**src/rtl/regfile_dump_reader.sv**
```systemverilog
// regfile_dump_reader
// -------------------
// Sequential read-out engine for the processor register file. A start request
// walks the inclusive address range [lo_addr, hi_addr] through one of the
// register file's asynchronous read ports. Each word is snapshotted and
// presented on a valid/ready stream together with its address and a last flag.
//
// Ports:
//   clk        - single clock, rising edge
//   rst_n      - asynchronous active-low reset
//   start      - dump request, only honoured in IDLE
//   lo_addr    - first register address (sampled with start)
//   hi_addr    - last register address, inclusive (sampled with start)
//   abort      - synchronous cancel of a dump in progress
//   rf_addr    - register-file read address (0 outside READ)
//   rf_data    - register-file read data, combinational from rf_addr
//   out_valid  - output word valid
//   out_ready  - consumer accept
//   out_data   - captured register value
//   out_addr   - register address of out_data
//   out_last   - final word of the range
//   busy       - high whenever the engine is not idle
//   done       - one-cycle pulse after the last word is accepted
//   err        - one-cycle pulse when a start is rejected (lo_addr > hi_addr)
module regfile_dump_reader #(
  parameter int NREGS = 32,
  parameter int AW    = 5,
  parameter int DW    = 32
) (
  input  logic          clk,
  input  logic          rst_n,
  input  logic          start,
  input  logic [AW-1:0] lo_addr,
  input  logic [AW-1:0] hi_addr,
  input  logic          abort,
  output logic [AW-1:0] rf_addr,
  input  logic [DW-1:0] rf_data,
  output logic          out_valid,
  input  logic          out_ready,
  output logic [DW-1:0] out_data,
  output logic [AW-1:0] out_addr,
  output logic          out_last,
  output logic          busy,
  output logic          done,
  output logic          err
);

  localparam logic [AW-1:0] MAX_ADDR = AW'(NREGS - 1);
  localparam logic [AW-1:0] ADDR_ONE = {{(AW-1){1'b0}}, 1'b1};
  localparam logic [AW-1:0] ADDR_ZERO = {AW{1'b0}};
  localparam logic [DW-1:0] DATA_ZERO = {DW{1'b0}};

  typedef enum logic [1:0] {
    ST_IDLE = 2'd0,
    ST_READ = 2'd1,
    ST_HOLD = 2'd2,
    ST_DONE = 2'd3
  } state_t;

  state_t        state_r, state_s;
  logic [AW-1:0] cur_r, cur_s;
  logic [AW-1:0] hi_r, hi_s;
  logic [AW-1:0] rf_addr_r, rf_addr_s;
  logic          out_valid_r, out_valid_s;
  logic [DW-1:0] out_data_r, out_data_s;
  logic [AW-1:0] out_addr_r, out_addr_s;
  logic          out_last_r, out_last_s;
  logic          busy_r, busy_s;
  logic          done_r, done_s;
  logic          err_r, err_s;

  // Next-state and next-output computation; every output is registered, so
  // status outputs are derived from the next state rather than the current one.
  always_comb begin
    state_s     = state_r;
    cur_s       = cur_r;
    hi_s        = hi_r;
    out_valid_s = out_valid_r;
    out_data_s  = out_data_r;
    out_addr_s  = out_addr_r;
    out_last_s  = out_last_r;
    err_s       = 1'b0;

    case (state_r)
      ST_IDLE: begin
        if (start) begin
          if ((lo_addr <= hi_addr) && (hi_addr <= MAX_ADDR)) begin
            cur_s   = lo_addr;
            hi_s    = hi_addr;
            state_s = ST_READ;
          end else begin
            err_s = 1'b1;
          end
        end else begin
          state_s = ST_IDLE;
        end
      end
      ST_READ: begin
        if (abort) begin
          state_s     = ST_IDLE;
          out_valid_s = 1'b0;
          out_last_s  = 1'b0;
        end else begin
          // Snapshot: rf_data reflects the pre-edge contents of cur.
          out_data_s  = rf_data;
          out_addr_s  = cur_r;
          out_last_s  = (cur_r == hi_r);
          out_valid_s = 1'b1;
          state_s     = ST_HOLD;
        end
      end
      ST_HOLD: begin
        if (abort) begin
          state_s     = ST_IDLE;
          out_valid_s = 1'b0;
          out_last_s  = 1'b0;
        end else if (out_ready) begin
          out_valid_s = 1'b0;
          if (out_last_r) begin
            state_s = ST_DONE;
          end else begin
            // Cannot wrap: the last word (cur == hi) takes the branch above.
            cur_s   = cur_r + ADDR_ONE;
            state_s = ST_READ;
          end
        end else begin
          state_s = ST_HOLD;
        end
      end
      ST_DONE: begin
        if (abort) begin
          out_valid_s = 1'b0;
          out_last_s  = 1'b0;
        end else begin
          out_valid_s = out_valid_r;
        end
        state_s = ST_IDLE;
      end
      default: begin
        state_s     = ST_IDLE;
        out_valid_s = 1'b0;
        out_last_s  = 1'b0;
      end
    endcase

    busy_s    = (state_s != ST_IDLE);
    done_s    = (state_s == ST_DONE);
    rf_addr_s = (state_s == ST_READ) ? cur_s : ADDR_ZERO;
  end

  // State and output registers.
  always_ff @(posedge clk or negedge rst_n) begin
    if (!rst_n) begin
      state_r     <= ST_IDLE;
      cur_r       <= ADDR_ZERO;
      hi_r        <= ADDR_ZERO;
      rf_addr_r   <= ADDR_ZERO;
      out_valid_r <= 1'b0;
      out_data_r  <= DATA_ZERO;
      out_addr_r  <= ADDR_ZERO;
      out_last_r  <= 1'b0;
      busy_r      <= 1'b0;
      done_r      <= 1'b0;
      err_r       <= 1'b0;
    end else begin
      state_r     <= state_s;
      cur_r       <= cur_s;
      hi_r        <= hi_s;
      rf_addr_r   <= rf_addr_s;
      out_valid_r <= out_valid_s;
      out_data_r  <= out_data_s;
      out_addr_r  <= out_addr_s;
      out_last_r  <= out_last_s;
      busy_r      <= busy_s;
      done_r      <= done_s;
      err_r       <= err_s;
    end
  end

  assign rf_addr   = rf_addr_r;
  assign out_valid = out_valid_r;
  assign out_data  = out_data_r;
  assign out_addr  = out_addr_r;
  assign out_last  = out_last_r;
  assign busy      = busy_r;
  assign done      = done_r;
  assign err       = err_r;

endmodule
```
**config.mk**
```make
export PLATFORM = sky130hd
export DESIGN_NAME = regfile_dump_reader
export DESIGN_NICKNAME = d
export VERILOG_FILES = /design/src/rtl/regfile_dump_reader.sv
export SDC_FILE = /design/constraint.sdc
export NUM_CORES = 1
export LEC_CHECK = 0
export CELL_PAD_IN_SITES_DETAIL_PLACEMENT = 1
export CELL_PAD_IN_SITES_GLOBAL_PLACEMENT = 2
export CORE_UTILIZATION = 31
export CTS_CLUSTER_DIAMETER = 120
export DETAILED_ROUTE_END_ITERATION = 10
export PLACE_DENSITY = 0.85
export SLEW_MARGIN = 0
export SYNTH_ARGS = -nofsm -noshare
export SYNTH_HDL_FRONTEND = slang
export SYNTH_SLANG_ARGS = --single-unit
```
**constraint.sdc**
```tcl
create_clock -name clk -period 2.7 [get_ports clk]
set_input_delay 0.54 -clock clk [delete_from_list [all_inputs] [get_ports clk]]
set_output_delay 0.54 -clock clk [all_outputs]
set_load 0.05 [all_outputs]
```
==> results_dict.tcl <==
set metrics [dict create \
    area_growth_pct 49.88 \
    comb_power_share_pct 50.5 \
    root_buffer "clkbuf_8" \
    finalCritPeriodShare_pct 86.50 \
    final_antenna_net_count 0 \
    p_switching_mw 2.050 \
    synth.distinct_cells 42 \
    syn-instance-count 198 \
    setup_viol 0 \
    nets 360 \
    tns_ns 0 \
    diodes 0 \
    wl_per_cell_um 15.80 \
    cts.sinks 59 \
    timing.final.crit_period_ns 2.335 \
    rsz0062_at_grt "false" \
    crit_buf_inv 4 \
    worst_path_largest_cell_delay_ns 0.45 \
    finalPower_mw 4.704 \
    crit_chain "clkdlybuf4s50_1, inv_1, ha_1, o211a_1, o31ai_1, buf_4, a31oi_4, buf_4, nor2_1, a2111oi_2" \
    regToRegSetupSlack_ns 0.76 \
    status "complete, no violations" \
    cts-buffers-inserted 9 \
    worstRegToRegCells 5 \
    grt_max_degree 39 \
    stdcell_count 417 \
    fin_util_pct 48.21 \
    whs_ns 0.2135 \
    cp_common_cell "buf_4" \
    ys_ff_latch 59 \
    critPathKind "in2reg" \
    clockBufferDepth 2 \
    p_int_mw 2.654 \
    multiInputGateArea_mm2 0.001090 \
    cap_violations 0 \
    grt_first_pass_wirelength_um 10560 \
    place_hpwl_um 5035 \
    yosys-top-cells-count "dfrtp_1, mux2_2, inv_1, o21ai_0, nand2_1" \
    async_flop_share_pct 100.0 \
    worstPathMaxFanout 9 \
    dp_cells 401 \
    placed_cell_area_mm2 0.003767 \
    num-fill-cells 873 \
    switching_share_pct 43.58 \
    leakage_nw 1.660 \
    synth_area_leaders "dfrtp_1, mux2_2, ha_1" \
    drc 0 \
    routed_via_density 4.729 \
    slew_viol_final 0 \
    cts_tree "built" \
    finalInstanceArea_mm2 0.003981 \
    hold_class "in2async" \
    yosys_most_used_dff "dfrtp_1" \
    totalWireLength_um 6588 \
    die_w_um 94.57 \
    critical_path_arrival_ns 2.55 \
    grt_pass1_vias 2113 \
    post_cts_buffers 0 \
    cp_slowest_cell "clkdlybuf4s50_1" \
    timing.rr.start "state_r[0]" \
    hold_buffers 0 \
    worstSetupStartpointType "primary input" \
    synth.most_common_cell "dfrtp_1" \
    reg2reg_to "rf_addr[1]" \
    synth-edff-count 0 \
    fmax_mhz 428.2 \
    cts_resized 0 \
    clock_latency_ns 0.32 \
    clkTransAtPathRegs_ns 0.06 \
    antenna_found_initial 0 \
    hold_viol 0 \
    worst_slew_pin_slew_ns 0.5823 \
    setup_ws_ns 0.3645 \
    syn_avg_cell_area_um2 13.42 \
    slew-limit-headroom_pct 61.18 \
    grt_overflow 0 \
    design.die.area_mm2 0.008943 \
    num_vias 1972 \
    powerDensity_mw_per_mm2 1182 \
    synth.largest_area_cell "dfrtp_1" \
    seqCellArea_mm2 0.001476 \
    portBuffers 93 \
    drtPass1Iterations 3 \
    htreeDepth 3 \
    yosysTopAreaCellShare_pct 55.58 \
    start_util_pct 32.17 \
    synth_area_mm2 0.002656 \
    rows 33 \
    clock_skew_ns 0.007328 \
    synthesis.nets 251 \
    gp_congestion 0.7594 \
    seqPwrFrac_pct 31.7 \
    yosysSeqAreaShare_pct 55.58 \
    clkPwrFrac_pct 17.7 \
    drt-initial-drc-count 33 \
    endpoint_kind "register" \
    required_ns 2.91 \
    io_pins 94 \
    dieHeight_um 94.57 \
    vdd_ir_drop_max_v 0.0003502 \
    yosys_warnings 0 \
    core-area_mm2 0.008258 \
    drive_above_1_share_pct 24.68 \
    preCtsSetupSlack_ns -0.01081 \
    path_delay_family "buffers and inverters" \
    grt_usage_pct 15.69 \
]
[final cells by class]
class                   count  area share (%)
flip-flops and latches     59           37.08
multi-input cells         122           27.37
repair buffers            106           26.02
clock buffers              13           4.243
well taps                 105           3.300
clock inverters             3           1.131
inverters                   9          0.8485
[registers in the layout, indices dropped and copies added, names as in the netlist, 2 cells and up]
signal / count
rf_addr: 5
cur_r: 5
state_r: 2
out_addr: 5
out_data: 32
hi_r: 5
[cells in the final DEF (no fill, tap or decap), drive strengths merged, types with 2 or more instances in the layout]
| master | count |
|---|---|
| xnor2 | 3 |
| nor2 | 6 |
| o21ai | 11 |
| mux2 | 39 |
| nor3b | 3 |
| a2111oi | 2 |
| dfrtp | 59 |
| nor2b | 6 |
| a21oi | 3 |
| xor2 | 4 |
| and2 | 2 |
| a21boi | 2 |
| a211oi | 3 |
| nand3 | 2 |
| clkbuf | 13 |
| clkdlybuf4s50 | 92 |
| ha | 6 |
| nand4 | 3 |
| clkinvlp | 2 |
| buf | 14 |
| and3 | 2 |
| nand2 | 7 |
| o31ai | 2 |
| inv | 9 |
[how the worst max path moves through the flow]
| stage | startpoint | endpoint | cells after the start |
|---|---|---|---|
| after global placement | hi_addr[4] | rf_addr[4] | 10 |
| final | hi_addr[4] | rf_addr[3] | 10 |
| after CTS | hi_addr[4] | rf_addr[3] | 10 |
| after global routing | hi_addr[4] | rf_addr[3] | 10 |
| after detailed placement | hi_addr[4] | rf_addr[3] | 10 |
| after floorplan | hi_addr[1] | rf_addr[2] | 7 |
[kinds of logic (layout without fill, tap and decap cells)]
group | after synthesis | in the layout | synth area share [%]
flip-flops | 59 | 59 | 55.58
multiplexers | 40 | 40 | 16.91
AND/OR/NAND/NOR | 36 | 36 | 8.432
AO/OA/AOI/OAI | 33 | 33 | 10.27
buffers and inverters | 17 | 131 | 3.674
XOR/XNOR | 7 | 7 | 2.308
adder cells (fa/ha/maj) | 6 | 6 | 2.826
[power by group through the flow]
stage          clock network [mW]  registers [mW]  logic [mW]
3_3_place_gp                    0            1.48        2.36
3_5_place_dp                    0            1.52        2.39
2_1_floorplan                   0            2.48       0.553
5_1_grt                     0.897            1.55        2.50
6_report                    0.834            1.49        2.38
4_1_cts                     0.861            1.50        2.40
[routing by layer]
metal | track usage [%] | vias to the layer above | share of wire (%) | wire length (µm)
li1 | - | 932 | - | -
met1 | 20.73 | 964 | 47 | 3080
met2 | 24.94 | 67 | 46 | 3040
met3 | 3.382 | 9 | 5.7 | 377
met4 | 6.439 | 0 | 1.4 | 89
met5 | 0 | - | 0 | 0
Power figures use the tool's default switching activity.
